<file path="src/rtl/k_dp_2deep_fifo_ctrl.sv">
// Control stage for the 2-entry dual-port FIFO RAM: pointers, status, one-op-per-cycle
// write/read arbitration and pop-data valid strobe.
module k_dp_2deep_fifo_ctrl #(
    parameter int data_size = 8
) (
    input  logic                 clk,
    input  logic                 rst,
    input  logic                 wr_valid,
    input  logic [data_size-1:0] wr_data,
    output logic                 wr_ready,
    input  logic                 rd_req,
    output logic                 rd_gnt,
    output logic                 rd_dvalid,
    output logic [data_size-1:0] rd_data,
    output logic [1:0]           count,
    output logic                 full,
    output logic                 empty,
    output logic                 overflow,
    output logic                 underflow,
    output logic                 ram_wen,
    output logic                 ram_waddr,
    output logic                 ram_raddr,
    output logic [data_size-1:0] ram_d,
    input  logic [data_size-1:0] ram_q
);

    typedef enum logic {
        PRI_WR = 1'b0,
        PRI_RD = 1'b1
    } arb_state_e;

    arb_state_e state_q;
    arb_state_e state_d;

    logic [1:0] wptr_q;
    logic [1:0] wptr_d;
    logic [1:0] rptr_q;
    logic [1:0] rptr_d;
    logic       rd_dvalid_q;
    logic       overflow_q;
    logic       overflow_d;
    logic       underflow_q;
    logic       underflow_d;

    logic [1:0] count_s;
    logic       full_s;
    logic       empty_s;
    logic       w_ok_s;
    logic       r_ok_s;
    logic       wr_ready_s;
    logic       wr_grant_s;
    logic       rd_grant_s;

    // Occupancy from the wrap-bit pointers and the legal-request qualifiers
    always_comb begin
        count_s = wptr_q - rptr_q;
        full_s  = (count_s == 2'd2);
        empty_s = (count_s == 2'd0);
        w_ok_s  = wr_valid & ~full_s;
        r_ok_s  = rd_req & ~empty_s;
    end

    // Arbitration: the state only matters when both sides are legal
    always_comb begin
        wr_ready_s = 1'b0;
        rd_grant_s = 1'b0;
        case (state_q)
            PRI_WR: begin
                wr_ready_s = ~full_s;
                rd_grant_s = r_ok_s & ~w_ok_s;
            end
            PRI_RD: begin
                wr_ready_s = ~full_s & ~r_ok_s;
                rd_grant_s = r_ok_s;
            end
            default: begin
                wr_ready_s = 1'b0;
                rd_grant_s = 1'b0;
            end
        endcase
        wr_grant_s = wr_valid & wr_ready_s;
    end

    // Next-state for pointers, priority state and sticky error flags
    always_comb begin
        wptr_d      = wptr_q;
        rptr_d      = rptr_q;
        state_d     = state_q;
        overflow_d  = overflow_q | (wr_valid & full_s);
        underflow_d = underflow_q | (rd_req & empty_s);

        if (wr_grant_s) begin
            wptr_d = wptr_q + 2'd1;
        end else begin
            wptr_d = wptr_q;
        end

        if (rd_grant_s) begin
            rptr_d = rptr_q + 2'd1;
        end else begin
            rptr_d = rptr_q;
        end

        // Priority flips only on a genuine conflict
        if (w_ok_s & r_ok_s) begin
            case (state_q)
                PRI_WR:  state_d = PRI_RD;
                PRI_RD:  state_d = PRI_WR;
                default: state_d = PRI_WR;
            endcase
        end else begin
            state_d = state_q;
        end
    end

    // State registers; async reset also squashes a pending rd_dvalid
    always_ff @(posedge clk or posedge rst) begin
        if (rst) begin
            wptr_q      <= 2'd0;
            rptr_q      <= 2'd0;
            state_q     <= PRI_WR;
            rd_dvalid_q <= 1'b0;
            overflow_q  <= 1'b0;
            underflow_q <= 1'b0;
        end else begin
            wptr_q      <= wptr_d;
            rptr_q      <= rptr_d;
            state_q     <= state_d;
            rd_dvalid_q <= rd_grant_s;
            overflow_q  <= overflow_d;
            underflow_q <= underflow_d;
        end
    end

    // Output mapping; RAM address is the low pointer bit
    always_comb begin
        wr_ready  = wr_ready_s;
        rd_gnt    = rd_grant_s;
        rd_dvalid = rd_dvalid_q;
        rd_data   = ram_q;
        count     = count_s;
        full      = full_s;
        empty     = empty_s;
        overflow  = overflow_q;
        underflow = underflow_q;
        ram_wen   = wr_grant_s;
        ram_waddr = wptr_q[0];
        ram_raddr = rptr_q[0];
        ram_d     = wr_data;
    end

endmodule

</file>
<file path="config.mk">
export PLATFORM = sky130hd
export DESIGN_NAME = k_dp_2deep_fifo_ctrl
export DESIGN_NICKNAME = d
export VERILOG_FILES = /design/src/rtl/k_dp_2deep_fifo_ctrl.sv
export SDC_FILE = /design/constraint.sdc
export NUM_CORES = 1
export LEC_CHECK = 0
export BUFFER_PORTS_ARGS = -buffer_cell sky130_fd_sc_hd__buf_2
export CAP_MARGIN = 20
export CORE_UTILIZATION = 25
export CTS_CLUSTER_SIZE = 20
export DETAILED_ROUTE_END_ITERATION = 10
export SLEW_MARGIN = 25
export SYNTH_ARGS = -nofsm -noshare
export SYNTH_HDL_FRONTEND = slang
export SYNTH_SLANG_ARGS = --single-unit
</file>
<file path="constraint.sdc">
create_clock -name clk -period 4 [get_ports clk]
set_clock_uncertainty 0.2 [all_clocks]
set_input_delay 0.2 -clock clk [delete_from_list [all_inputs] [get_ports clk]]
set_output_delay 0.2 -clock clk [all_outputs]
set_load 0.02 [all_outputs]
</file>
Word-level counts from Yosys, hierarchy flattened
Index checks and enable logic that the tools add are counted.
{ "word_totals": {"ff_bits": 8, "input_bits": 20, "output_inout_bits": 28} }
{ "op_classes": {"bitwise": 15, "muxes": 3, "reduce_logical": 1, "n_eq_ne": 1, "addsub": 3} }
{ "ops": {"columns": ["cell", "n"], "rows": [
  ["$and A1 B1 Y1", 8],
  ["$pmux W1 S2", 3],
  ["$not A1 Y1", 5],
  ["$add A2 B1 Y2 const B", 2],
  ["$eq A2 B2 Y1 const B", 1],
  ["$logic_not A2 Y1", 1],
  ["$or A1 B1 Y1", 2],
  ["$sub A2 B2 Y2", 1]
]} }

Logic depth before layout (Yosys ltp)
{ "logic_depth": {"depth_word": 8, "mapped_depth": 6, "mapped_depth_nobuf": 6} }

Worst setup path before layout
No wires, ideal clock.
{ "synth_path": {"path_kind": "register -> output", "from": "register wptr_q[0]", "to": "output wr_ready", "slack_ps": 1891, "t_arrival_ps": 1709, "path_stages_with_launch": 6, "path_cell_list": "dfrtp_1 > inv_1 > ha_1 > inv_1 > nor2_1 > nor2_1"} }
{ "synth_between": {"word_cells_on_any_way": 9, "cone_classes": "add/sub (1); eq/ne (1); mux (1); bitwise (5); reduce/logical (1)"} }
{ "synth_lines": {"columns": ["item", "line_no", "text"], "rows": [
  ["from (decl)", "35", "logic [1:0] wptr_q;"],
  ["from (signal assigned)", "126", "wptr_q <= wptr_d;"],
  ["$sub A2 B2 Y2 (*)", "56", "count_s = wptr_q - rptr_q;"],
  ["named net count[0]", "15", "output logic [1:0] count,"],
  ["$eq A2 B2 Y1 (*)", "57", "full_s = (count_s == 2'd2);"],
  ["named net full", "16", "output logic full,"],
  ["$not A1 Y1 (*)", "69, 73", null],
  ["$and A1 B1 Y1", "73", "wr_ready_s = ~full_s & ~r_ok_s;"],
  ["$pmux W1 S2 (*)", "67", "case (state_q)"],
  ["to (decl)", "10", "output logic wr_ready,"]
]} }
The timed path passes the listed nets; every way through them passes the cells marked *.

Final worst setup path
{ "layout_path": {"from": "register wptr_q[0]", "to": "output rd_gnt"} }
{ "layout_between": {"elab_chain_cells": 7, "word_cells_on_any_way": 10, "cone_classes": "add/sub (1); eq/ne (1); mux (1); bitwise (6); reduce/logical (1)"} }
{ "layout_rtl": {"columns": ["item", "line_no", "text"], "rows": [
  ["$sub A2 B2 Y2 (*)", "56", null],
  ["$eq A2 B2 Y1", "57", null],
  ["$not A1 Y1", "59", "w_ok_s = wr_valid & ~full_s;"],
  ["$and A1 B1 Y1", "59", null],
  ["$not A1 Y1", "70", "rd_grant_s = r_ok_s & ~w_ok_s;"],
  ["$and A1 B1 Y1", "70", null],
  ["$pmux W1 S2 (*)", "67", null],
  ["to (decl)", "12", "output logic rd_gnt,"]
]} }
Every way passes the cells marked *; elsewhere a longest branch is shown, timed or not.

==> results.yml <==
floorplanning:
  placeableCoreArea_um2: 2000
  die_h_um: 48.7
  initial_core_util_pct: 27.2
  ios: 48
  die_w_um: 48.7
  die_area_um2: 2370
  rows: 16
timing:
  max_freq_ghz: 0.461
  slew_viol_final: 0
  tns_ns: 0
  min_period_ns: 2.17
  finalCritPeriodShare_pct: 54.2
  tightest_slew_ns: 0.330
  timing_hold_violations_final: 0
  slew_headroom_pct: 77.9
  final-setup-viol-count: 0
  rsz0062_at_grt: "false"
yosys:
  yosysSeqAreaShare_pct: 36.8
  synthFlopType: "dfrtp_1"
  synth.top_cell.area_share_pct: 36.8
  synth-seq-cells: 8
  syn_area_um2: 544
  syn-num-nets: 77
  ys_async_sr_fraction_pct: 100
  synth_top_area_cell: "dfrtp_1"
  ys_warn_count: 0
  synth_area_leaders: "dfrtp_1 (37%), buf_4 (22%), xnor2_1 (4.8%)"
  avgSynthCellArea_um2: 9.72
  synth_edf_count: 0
  synthDistinctLibCells: 21
  synth.most_common_cell: "buf_4"
  synth.top_cells.by_count: "buf_4 (16), dfrtp_1 (8), inv_1 (6), nor2_1 (4), xnor2_1 (3)"
  syn_inst: 56
power:
  irDropWorstVdd_mv: 0.463
  pwr-share-seq_pct: 21.5
  power.leakage_nw: 0.282
  power.switching_mw: 0.363
  internal_power_mw: 0.338
  switching_share_pct: 51.8
  clkPwrFrac_pct: 9.0
  power_density_nw_per_um2: 1240
  power_frac_comb_pct: 69.5
global_route:
  overflow: 0
  antenna_found_initial: 0
  grt_pass1_wl_mm: 1.51
  grt_pass1_vias: 337
  grt_max_degree: 9
  grtUsageTotal_pct: 8.07
finish:
  seqCellArea_um2: 200
  nFillCells: 232
  fin_util_pct: 28.2
  fin_nets: 82
  area_growth_syn_to_layout_pct: 3.91
  antenna_cells: 0
  multi_input_area_um2: 201
  drive_above_1_share_pct: 32.2
critical_path:
  cp.arrival_ns: 1.77
  r2r-end: "rptr_q[0]"
  r2r_cells: 5
  crit_type: "flop to output port"
  crit_required_ns: 3.60
  r2r_start: "wptr_q[0]"
  critPathMaxFanout: 4
  start_kind: "flop"
  crit_path_end_kind: "output port"
  rrSetupSlack_ns: 2.20
run:
  maxCapViolCount: 0
detailed_routing:
  drt_iter0_drc: 11
  wirelength_um: 940
  firstDrtPassIters: 4
  ant_nets: 0
  route.detailed.drc: 0
  num_vias: 349
  routedWlPerCell_um: 10.9
  viasPerCell: 4.06
clock_tree:
  htree_levels: 1
  clk_pin_slew_ns: 0.06
  cts.path.max_buffers: 2
  cts_tree: "yes"
  post-cts-setup-buffer-count: 0
  root_buffer: "clkbuf_4"
  worstSkewPairLatency_ns: 0.25
  cts_made_buffers: 3
  cts.sinks: 8
place:
  io_buffers: 15
  hpwl_um: 720
  gp_congestion: 0.788
hold_path:
  min_path_cells: 2
  min_from: "wr_valid"
  holdPathEnd: "overflow"
  hold_path.class: "primary input to flop"
status:
  outcome: "completed"
state kept, by name (all words and copies together), names as in the netlist:
| name | count |
|---|---|
| overflow | 1 |
| rd_dvalid | 1 |
| rptr_q | 2 |
| state_q | 1 |
| underflow | 1 |
| wptr_q | 2 |
what timing repair did:
item | in CTS | in global routing
hold buffers | 1 | 0
endpoints found under the hold margin | 8 | 0
gates resized for setup | 0 | 0
area by class of cell:
class / instances / share of cell area (%)
clock buffer: 3 / 3.98
inverter: 6 / 3.98
multi-input combinational: 26 / 35.6
sequential: 8 / 35.4
tap: 27 / 5.97
timing repair buffer: 16 / 15.0
power groups by stage:
stage	clock (mW)	combinational, mW	sequential (mW)
3_3_place_gp	0	0.490	0.151
4_1_cts	0.0647	0.492	0.151
3_5_place_dp	0	0.489	0.152
6_report	0.0628	0.488	0.151
5_1_grt	0.0700	0.526	0.155
2_1_floorplan	0	0.358	0.169
how the worst max path moves through the flow:
stage | from | end | slack, ns | depth (start not counted)
2_1_floorplan | wptr_q[0] | wr_ready | 1.89 | 5
3_3_place_gp | wptr_q[0] | rd_gnt | 2.12 | 5
3_5_place_dp | wptr_q[0] | rd_gnt | 2.09 | 5
4_1_cts | wptr_q[0] | rd_gnt | 1.81 | 5
5_1_grt | wptr_q[0] | ram_wen | 1.71 | 6
6_report | wptr_q[0] | rd_gnt | 1.83 | 5
worst max-delay path: stages (launching register included):
cell and delay [ns]:
dfrtp_1 0.41, inv_1 0.07, ha_1 0.18, xnor3_1 0.30, a211oi_2 0.33, buf_2 0.22
cell families (layout without fill, tap and decap cells):
logic type	count (synthesis)	in the layout	share of synthesized area [%]
flip-flops	8	8	36.8
buffers and inverters	22	25	26.2
AO/OA/AOI/OAI	7	7	10.8
adder cells (fa/ha/maj)	1	1	2.30
AND/OR/NAND/NOR	12	12	11.7
XOR/XNOR	6	6	12.2
cell usage in the layout (no fill, tap or decap):
cell,n
dfrtp_1,8
nand2_1,2
inv_1,6
nand3_1,1
xnor3_1,1
nor2b_1,1
nor3b_1,1
dlygate4sd3_1,1
nor2_1,4
o22a_1,1
a211oi_1,1
nand3b_1,1
xnor2_1,3
o211ai_1,1
and3b_1,1
ha_1,1
nand2b_1,1
a22oi_1,1
a21o_1,2
clkbuf_4,3
buf_2,15
xor2_1,2
a211oi_2,1
metal layers:
metal,vias to the layer above,GRT usage (%),part of all wire (%)
li1,172,-,-
met3,0,1.57,7.3
met1,172,9.71,42
met4,0,5.39,0
met5,-,0,0
met2,5,13.0,51
per-stage QoR:
stage	hold slack, ns	cells	power, mW	setup WS, ns	instance area, µm²
after global placement	-0.0283	82	0.641	2.12	533
final	0.0379	86	0.701	1.83	566
after floorplan	-0.184	56	0.527	1.89	544
after detailed placement	-0.0214	82	0.642	2.09	533
after global routing	0.0388	86	0.751	1.71	566
after CTS	0.0330	86	0.708	1.81	566
No activity file was read; power rests on OpenSTA's default activity.
